**src/rtl/ram_port_arbiter_pkg.sv**
```systemverilog
// Shared types for the RAM port arbiter: FSM state encodings and winner codes.
package ram_port_arbiter_pkg;

  typedef enum logic [1:0] {
    IDLE  = 2'd0,
    ISSUE = 2'd1,
    WAIT  = 2'd2,
    ACK   = 2'd3
  } arb_state_t;

  typedef enum logic {
    WIN_F = 1'b0,
    WIN_D = 1'b1
  } arb_win_t;

endpackage

```
**src/rtl/ram_port_arbiter_arb_starve_ctl.sv**
```systemverilog
// Winner select for the shared RAM port: data has priority, but a fetch that has
// watched STARVE_MAX consecutive data grants is forced through.
module arb_starve_ctl
  import ram_port_arbiter_pkg::*;
#(
  parameter int STARVE_MAX = 4
) (
  input  logic     clk,
  input  logic     rst,
  input  logic     i_arb_en,
  input  logic     i_f_req,
  input  logic     i_d_req,
  output arb_win_t o_win
);

  localparam int CNT_W = $clog2(STARVE_MAX + 1);

  logic [CNT_W-1:0] r_cnt;
  logic             w_force_f;

  assign w_force_f = i_f_req && (r_cnt == CNT_W'(STARVE_MAX));
  assign o_win     = (i_d_req && !w_force_f) ? WIN_D : WIN_F;

  // Count only data grants that passed over a waiting fetch; any fetch grant or
  // an arbitration without a fetch pending starts the count over.
  always_ff @(posedge clk or negedge rst) begin
    if (!rst) begin
      r_cnt <= '0;
    end else if (i_arb_en) begin
      if (!i_f_req || (o_win == WIN_F)) begin
        r_cnt <= '0;
      end else if (r_cnt != CNT_W'(STARVE_MAX)) begin
        r_cnt <= r_cnt + 1'b1;
      end
    end
  end

endmodule

```
**src/rtl/ram_port_arbiter.sv**
```systemverilog
// Shares one RAM port between instruction fetch and the memory-op stage,
// sequencing each access against a fixed read latency and acking the winner.
module ram_port_arbiter
  import ram_port_arbiter_pkg::*;
#(
  parameter int ADDR_W     = 32,
  parameter int DATA_W     = 32,
  parameter int RAM_LAT    = 1,
  parameter int STARVE_MAX = 4
) (
  input  logic              clk,
  input  logic              rst,
  input  logic              f_req,
  input  logic [ADDR_W-1:0] f_addr,
  output logic              f_ack,
  output logic [DATA_W-1:0] f_data,
  input  logic              d_req,
  input  logic              d_we,
  input  logic [ADDR_W-1:0] d_addr,
  input  logic [DATA_W-1:0] d_wdata,
  output logic              d_ack,
  output logic [DATA_W-1:0] d_rdata,
  output logic [ADDR_W-1:0] ram_r_addr,
  output logic [ADDR_W-1:0] ram_w_addr,
  output logic [DATA_W-1:0] ram_w_line,
  output logic              ram_read,
  output logic              ram_write,
  input  logic [DATA_W-1:0] ram_r_line,
  output logic              stall_fetch,
  output logic              stall_mem
);

  localparam int LAT_W = $clog2(RAM_LAT + 1);

  arb_state_t        r_state;
  arb_state_t        w_next;
  arb_win_t          r_win;
  arb_win_t          w_win;
  logic              r_we;
  logic [LAT_W-1:0]  r_lat;
  logic              r_f_ack;
  logic              r_d_ack;
  logic [DATA_W-1:0] r_f_data;
  logic [DATA_W-1:0] r_d_rdata;
  logic [ADDR_W-1:0] r_ram_r_addr;
  logic [ADDR_W-1:0] r_ram_w_addr;
  logic [DATA_W-1:0] r_ram_w_line;
  logic              r_ram_read;
  logic              r_ram_write;
  logic              w_idle;
  logic              w_any_req;
  logic              w_lat_done;

  assign w_idle     = (r_state == IDLE);
  assign w_any_req  = f_req | d_req;
  assign w_lat_done = (r_lat == LAT_W'(1));

  arb_starve_ctl #(
    .STARVE_MAX(STARVE_MAX)
  ) u_starve (
    .clk     (clk),
    .rst     (rst),
    .i_arb_en(w_idle),
    .i_f_req (f_req),
    .i_d_req (d_req),
    .o_win   (w_win)
  );

  always_comb begin
    w_next = r_state;
    case (r_state)
      IDLE:    if (w_any_req) w_next = ISSUE;
      ISSUE:   w_next = r_we ? ACK : WAIT;
      WAIT:    if (w_lat_done) w_next = ACK;
      ACK:     w_next = IDLE;
      default: w_next = IDLE;
    endcase
  end

  always_ff @(posedge clk or negedge rst) begin
    if (!rst) r_state <= IDLE;
    else      r_state <= w_next;
  end

  // The strobe registers are loaded on the grant edge so the strobe is visible
  // during ISSUE; address/data registers double as the latched operands.
  always_ff @(posedge clk or negedge rst) begin
    if (!rst) begin
      r_win        <= WIN_F;
      r_we         <= 1'b0;
      r_lat        <= '0;
      r_f_ack      <= 1'b0;
      r_d_ack      <= 1'b0;
      r_f_data     <= '0;
      r_d_rdata    <= '0;
      r_ram_r_addr <= '0;
      r_ram_w_addr <= '0;
      r_ram_w_line <= '0;
      r_ram_read   <= 1'b0;
      r_ram_write  <= 1'b0;
    end else begin
      r_ram_read  <= 1'b0;
      r_ram_write <= 1'b0;
      r_f_ack     <= 1'b0;
      r_d_ack     <= 1'b0;
      case (r_state)
        IDLE: begin
          if (w_any_req) begin
            r_win <= w_win;
            if (w_win == WIN_D) begin
              r_we <= d_we;
              if (d_we) begin
                r_ram_write  <= 1'b1;
                r_ram_w_addr <= d_addr;
                r_ram_w_line <= d_wdata;
              end else begin
                r_ram_read   <= 1'b1;
                r_ram_r_addr <= d_addr;
              end
            end else begin
              r_we         <= 1'b0;
              r_ram_read   <= 1'b1;
              r_ram_r_addr <= f_addr;
            end
          end
        end
        ISSUE: begin
          r_lat <= LAT_W'(RAM_LAT);
          if (r_we) r_d_ack <= 1'b1;
        end
        WAIT: begin
          if (w_lat_done) begin
            if (r_win == WIN_D) begin
              r_d_rdata <= ram_r_line;
              r_d_ack   <= 1'b1;
            end else begin
              r_f_data  <= ram_r_line;
              r_f_ack   <= 1'b1;
            end
          end else begin
            r_lat <= r_lat - 1'b1;
          end
        end
        default: ;
      endcase
    end
  end

  assign f_ack      = r_f_ack;
  assign d_ack      = r_d_ack;
  assign f_data     = r_f_data;
  assign d_rdata    = r_d_rdata;
  assign ram_r_addr = r_ram_r_addr;
  assign ram_w_addr = r_ram_w_addr;
  assign ram_w_line = r_ram_w_line;
  assign ram_read   = r_ram_read;
  assign ram_write  = r_ram_write;

  // Gated by reset so every output reads zero while reset is held.
  assign stall_fetch = rst & f_req & ~r_f_ack;
  assign stall_mem   = rst & d_req & ~r_d_ack;

endmodule

```
**config.mk**
```make
export PLATFORM = sky130hd
export DESIGN_NAME = ram_port_arbiter
export DESIGN_NICKNAME = d
export VERILOG_FILES = /design/src/rtl/ram_port_arbiter_pkg.sv /design/src/rtl/ram_port_arbiter_arb_starve_ctl.sv /design/src/rtl/ram_port_arbiter.sv
export SDC_FILE = /design/constraint.sdc
export NUM_CORES = 1
export LEC_CHECK = 0
export ABC_AREA = 0
export CELL_PAD_IN_SITES_DETAIL_PLACEMENT = 2
export CELL_PAD_IN_SITES_GLOBAL_PLACEMENT = 2
export CORE_UTILIZATION = 31
export CTS_BUF_LIST = sky130_fd_sc_hd__clkbuf_8
export DETAILED_ROUTE_END_ITERATION = 16
export GPL_TIMING_DRIVEN = 0
export PLACE_DENSITY_LB_ADDON = 0.1
export SLEW_MARGIN = 5
export SYNTH_ARGS = -nofsm -noshare
export SYNTH_HDL_FRONTEND = slang
export SYNTH_SLANG_ARGS = --single-unit
```
**constraint.sdc**
```tcl
create_clock -name clk -period 4.3 [get_ports clk]
set_input_delay 0.86 -clock clk [delete_from_list [all_inputs] [get_ports clk]]
set_output_delay 0.86 -clock clk [all_outputs]
set_load 0.02 [all_outputs]
```
After elaboration in Yosys (flattened, before gate mapping)
Index checks and enable logic that the tools add are counted.
{"block": "op_classes", "add_sub_neg": 2, "multipliers": 0, "div": 0, "magnitude_cmp": 0, "n_eq_ne": 8, "shifts": 0, "n_mux": 27, "n_bitwise": 9, "reduce_logical": 15}
{"cell": "2-to-1 mux 32 bit", "n": 2}
{"cell": "2-to-1 mux 1 bit", "n": 18}
{"cell": "AND reduction 3 bit", "n": 3}
{"cell": "case mux 2 bit (4 select lines)", "n": 1}
{"cell": "2-to-1 mux 3 bit", "n": 2}
{"cell": "inequality test 2 bit (second input constant)", "n": 3}
{"cell": "AND reduction 2 bit", "n": 3}
{"cell": "AND 1 bit", "n": 4}
{"cell": "equality test 2 bit (second input constant)", "n": 2}
{"cell": "2-to-1 mux 2 bit", "n": 2}
{"cell": "NOT 1 bit", "n": 4}
{"cell": "case mux 1 bit (2 select lines)", "n": 2}
{"cell": "AND reduction 4 bit", "n": 1}
{"cell": "nonzero test 2 bit", "n": 2}
{"cell": "adder 3 x 1 -> 3 bit (second input constant)", "n": 1}
{"cell": "equality test 3 bit (second input constant)", "n": 1}
{"cell": "inequality test 3 bit (second input constant)", "n": 1}
{"cell": "equality test 2 x 1 -> 1 bit (second input constant)", "n": 1}
{"cell": "logical AND 1 bit", "n": 2}
{"cell": "logical NOT 1 bit", "n": 2}
{"cell": "logical NOT 2 bit", "n": 1}
{"cell": "logical OR 1 bit", "n": 1}
{"cell": "bitwise OR 1 bit", "n": 1}
{"cell": "subtractor 1 bit (second input constant)", "n": 1}
{"block": "word_totals", "ff_bits": 172, "latchBits": 0, "mem_bits_rw": 0, "mem_bits_ro": 0, "inputBits": 133, "out_inout_bits": 166, "word_cells": 75, "mem_count": 0}

Depth between registers and ports, before layout
{"block": "depth", "depth_word": 9, "ltp_mapped": 9, "mapped_depth_nobuf": 5}

Modules after synthesis
Synthesis repeated with hierarchy kept, for this count alone.
{"block": "unflattened", "hier_cells": 434, "area_unflattened_um2": 7078.0}
{"module": "ram_port_arbiter", "instances": 1, "cells_per_inst": 414, "area_each_um2": 6877.8, "seq_area_each_um2": 4229.1}
{"module": "arb_starve_ctl", "instances": 1, "cells_per_inst": 20, "area_each_um2": 200.2, "seq_area_each_um2": 75.1}

Least setup slack after synthesis
Ideal clock, no wire load.
{"block": "synth_path", "kind": "input to output", "startpoint": "input port d_req", "endpoint": "output port stall_mem", "arrival_ns": 1.852, "required_time_ns": 3.440, "setup_slack_ns": 1.588, "stages": 5, "n_path_buf": 3, "path_cell_list": "buf_2 > clkbuf_1 > clkbuf_1 > nand2_1 > nor2_1"}
{"block": "synth_via", "elab_chain_len": 2}
{"item": "start: declaration", "line_no": "ram_port_arbiter.sv:17", "text": "input logic d_req,"}
{"item": "AND 1 bit (2 in a row)", "line_no": "ram_port_arbiter.sv:161", "text": "assign stall_mem = rst & d_req & ~r_d_ack;"}
{"item": "end: declaration", "line_no": "ram_port_arbiter.sv:30", "text": "output logic stall_mem"}
No other way between the ends.

Worst setup path after layout
{"block": "layout_path", "startpoint": "input port f_req", "endpoint": "output port stall_fetch"}
{"block": "layout_via", "elab_chain_len": 2}
{"item": "start: declaration", "line_no": "ram_port_arbiter.sv:13", "text": "input logic f_req,"}
{"item": "AND 1 bit (2 in a row)", "line_no": "ram_port_arbiter.sv:160", "text": "assign stall_fetch = rst & f_req & ~r_f_ack;"}
{"item": "end: declaration", "line_no": "ram_port_arbiter.sv:29", "text": "output logic stall_fetch,"}
No other way between the ends.

==> flow_summary.yaml <==
outcome:
  status: "completed"
synthesis:
  synthTopCellsByArea: "dfrtp_1 (57%), mux2_2 (17%), mux2_4 (5.6%), mux2_1 (3.5%), o211ai_1 (3.2%)"
  synth-xor-area-share_pct: 0
  synth_compound_area_share_pct: 4.352
  netlist_area_sq_um: 7503
  yosys.area_share.simple_pct: 8.538
  synth_top_family_by_area: "multiplexers"
  synth_nets: 689
  ys_types: 34
  seq_area_frac_synth_pct: 57.36
  synthAdderAreaFrac_pct: 1.001
  synth_mux_area_share_pct: 25.56
  synth_top_area_cell: "dfrtp_1"
  syn_area_per_cell_sq_um: 13.64
  synth_cells: 550
  synth-seq-cells: 172
  ys_warn_count: 0
  synth_top_area_share_pct: 57.36
floorplan:
  die_w_um: 157.6
  fp.dieH_um: 157.6
  initial_utilization_pct: 31.78
  num_io_pins: 299
  core_sq_um: 23610
  dieArea_sq_um: 24830
  row_count: 56
clock_tree:
  cts_buffer_depth: 2
  clock_sinks: 172
  cts_root_buf: "clkbuf_8"
  postCtsSetupRepairBufs: 0
  cts-buffers-inserted: 17
  htree_levels: 4
  cts_tree: "done"
  cts-resized-gates: 0
  clk_pin_slew_worst_paths_ns: 0.10
  clkLatencyLatePin_ns: 0.47
  hold_buffers: 0
power:
  p_sw_w: 0.003284
  p_comb_share_pct: 52.4
  leakage_nw: 4.613
  power_density_nw_per_um2: 746.7
  intPower_w: 0.005154
  swShare_pct: 38.92
  pwr-share-seq_pct: 34.1
  clkPwrFrac_pct: 13.5
  ir_worst_vdd_mv: 0.3087
timing:
  clock_skew_ns: 0.01645
  setup_tns_ns: 0
  period_minus_slack_ns: 3.997
  report.final.slew_viol_count: 0
  fmax_mhz: 250.2
  timing.slew.headroom_pct: 49.87
  timing.final.hold_violations: 0
  setup_violations: 0
  worstMarginPinSlew_ns: 0.7520
  min_period_over_period_pct: 92.96
  setup_slack_ns: 0.3026
  rsz0062_at_grt: "false"
grt:
  grt_pass1_vias: 6744
  grt_first_pass_wirelength_mm: 38.52
  met1_usage_pct: 23.08
  use_met3_pct: 7.200
  grt_use_met2_pct: 37.21
  grt_most_used_layer: "met2"
  grt_antenna_before_repair: 1
  grt_use_total_pct: 20.81
  overflow: 0
  grt_max_degree: 90
critical_path:
  critPathCaptureType: "output port"
  critPathMaxStageDelay_ns: 0.62
  cpLargestDelayFamily: "buffers and inverters"
  arrival_ns: 3.14
  ff2ff_setup_slack_ns: 1.93
  worstPathMaxFanout: 10
  critPathKind: "primary input to output port"
  critPathSlowestCell: "clkdlybuf4s50_1"
  required_ns: 3.44
  crit_path_cell_trace: "clkdlybuf4s50_1, clkbuf_1, clkbuf_1, nand2_1, nor2_1, clkdlybuf4s50_1"
  cp.buffers_inverters: 4
  cp-start-kind: "primary input"
finish:
  seq_area_sq_um: 4304
  drive_gt1_share_pct: 21.36
  fillCellCount: 2359
  multiInputGateArea_sq_um: 2960
  area.growth.synth_to_final_pct: 50.61
  layout.nets: 1006
worst_hold_path:
  min_path_type: "primary input to async pin"
placement:
  numPortBuffers: 297
  dp_worst_setup_slack_ns: 0.3130
  place.gp.congestion: 0.7556
  dp_hpwl_mm: 19.14
drt:
  num_vias: 5795
  drt_iter0_drc: 173
  firstDrtPassIters: 4
  wl_mm: 25.43
  ant_nets: 0
  wl_per_cell_um: 21.19
  via_per_inst: 4.829
  post-route-drc-count: 0
job:
  maxCapViolations: 0
## per-layer routing
metal  part of all wire [%]  vias to the layer above
met5                  0.039                        -
met4                    1.6                        2
met3                    7.1                       21
met2                     52                      186
met1                     39                     2990
li1                       -                     2596
## sequential cells by signal, summed over array words and instances (netlist names)
signal,flops
ram_w_addr,32
ram_w_line,32
ram_read,1
r_win,1
u_starve.r_cnt,3
r_state,2
ram_r_addr,32
f_ack,1
d_ack,1
r_we,1
ram_write,1
r_lat,1
f_data,32
d_rdata,32
## power by group through the flow
stage	sequential, W	combinational, W	clock, W
floorplan	0.00379	0.00130	0
global placement	0.00283	0.00434	0
detailed placement	0.00291	0.00446	0
CTS	0.00289	0.00449	0.00119
global route	0.00298	0.00468	0.00125
finish	0.00288	0.00442	0.00114
## cell usage after synthesis (all sizes together)
library cell	n
a21boi	1
a21oi	2
nand3	3
a32o	1
nand2	37
clkbuf	26
o32ai	1
o31a	1
a22oi	1
inv	7
buf	16
o22ai	1
o21ai	1
nor2	5
ha	6
o211ai	32
o21bai	1
nor3b	2
nand4	32
and3	1
a31oi	1
nand2b	32
mux2	161
nor2b	3
a211o	1
nor4b	1
or2	1
nand3b	1
dfrtp	172
## worst reg2reg max path: stages, from the launching register on
cell and delay, ns:
dfrtp_1 0.39, inv_1 0.07, ha_1 0.19, buf_2 0.18, and3_4 0.20, buf_6 0.13
nor2_1 0.18, buf_4 0.22, buf_2 0.33, mux2_2 0.39
## per-stage QoR
step / hold WS, ns / total power, W / instances / cell area (sq um) / utilization (%)
after floorplan: 0.4783 / 0.005085 / 550 / 7503 / -
after global placement: 0.4673 / 0.007178 / 1166 / 10880 / 46.06
after detailed placement: 0.4781 / 0.007374 / 1167 / 10910 / 46.20
after CTS: 0.3983 / 0.008567 / 1199 / 11300 / 47.85
after global routing: 0.3748 / 0.008903 / 1199 / 11300 / 47.85
final: 0.3654 / 0.008438 / 1200 / 11300 / 47.86
## logic make-up after synthesis
logic type / after synthesis
adders and majority gates: 6
buffers and inverters: 49
AOI/OAI and AO/OA: 44
and+or+nand+nor: 118
DFF: 172
muxes: 161
## final cells by class
class / instances / area share, %
plain buffers: 42 / 1.882
repair buffers: 298 / 26.59
multi-input cells: 329 / 26.20
well taps: 319 / 3.532
flip-flops and latches: 172 / 38.09
clock inverters: 15 / 1.384
clock buffers: 17 / 2.070
inverters: 7 / 0.2325
diodes: 1 / 0.02214
## worst paths after layout
path	from	to	cells after the start
hold / removal	rst	ram_r_addr[21]$_DFFE_PN0P_	1
hold reg to reg	ram_w_line[16]$_DFFE_PN0P_	ram_w_line[16]$_DFFE_PN0P_	1
setup / recovery	f_req	stall_fetch	6
min in group clk	ram_w_line[16]$_DFFE_PN0P_	ram_w_line[16]$_DFFE_PN0P_	1
setup reg to reg	u_starve.r_cnt[0]$_DFFE_PN0P_	ram_w_addr[15]$_DFFE_PN0P_	9
max in group asynchronous	rst	ram_w_line[3]$_DFFE_PN0P_	2
## layout by cell type (no fill, tap or decap), types with 4 or more instances in the layout
master           netlist  layout
o211ai_1              32      32
nand2b_1              32      32
mux2_4                28      28
buf_6                  5       5
clkbuf_8               0      17
clkdlybuf4s50_1        0     296
inv_1                  7       8
nor2_1                 5       5
buf_2                  8       8
mux2_1                23      23
nand2_1               37      37
clkbuf_1              26      26
inv_8                  0       4
dfrtp_1              172     172
mux2_2               110     110
ha_1                   6       6
nand4_1               32      32
(Power assumes the default switching activity.)
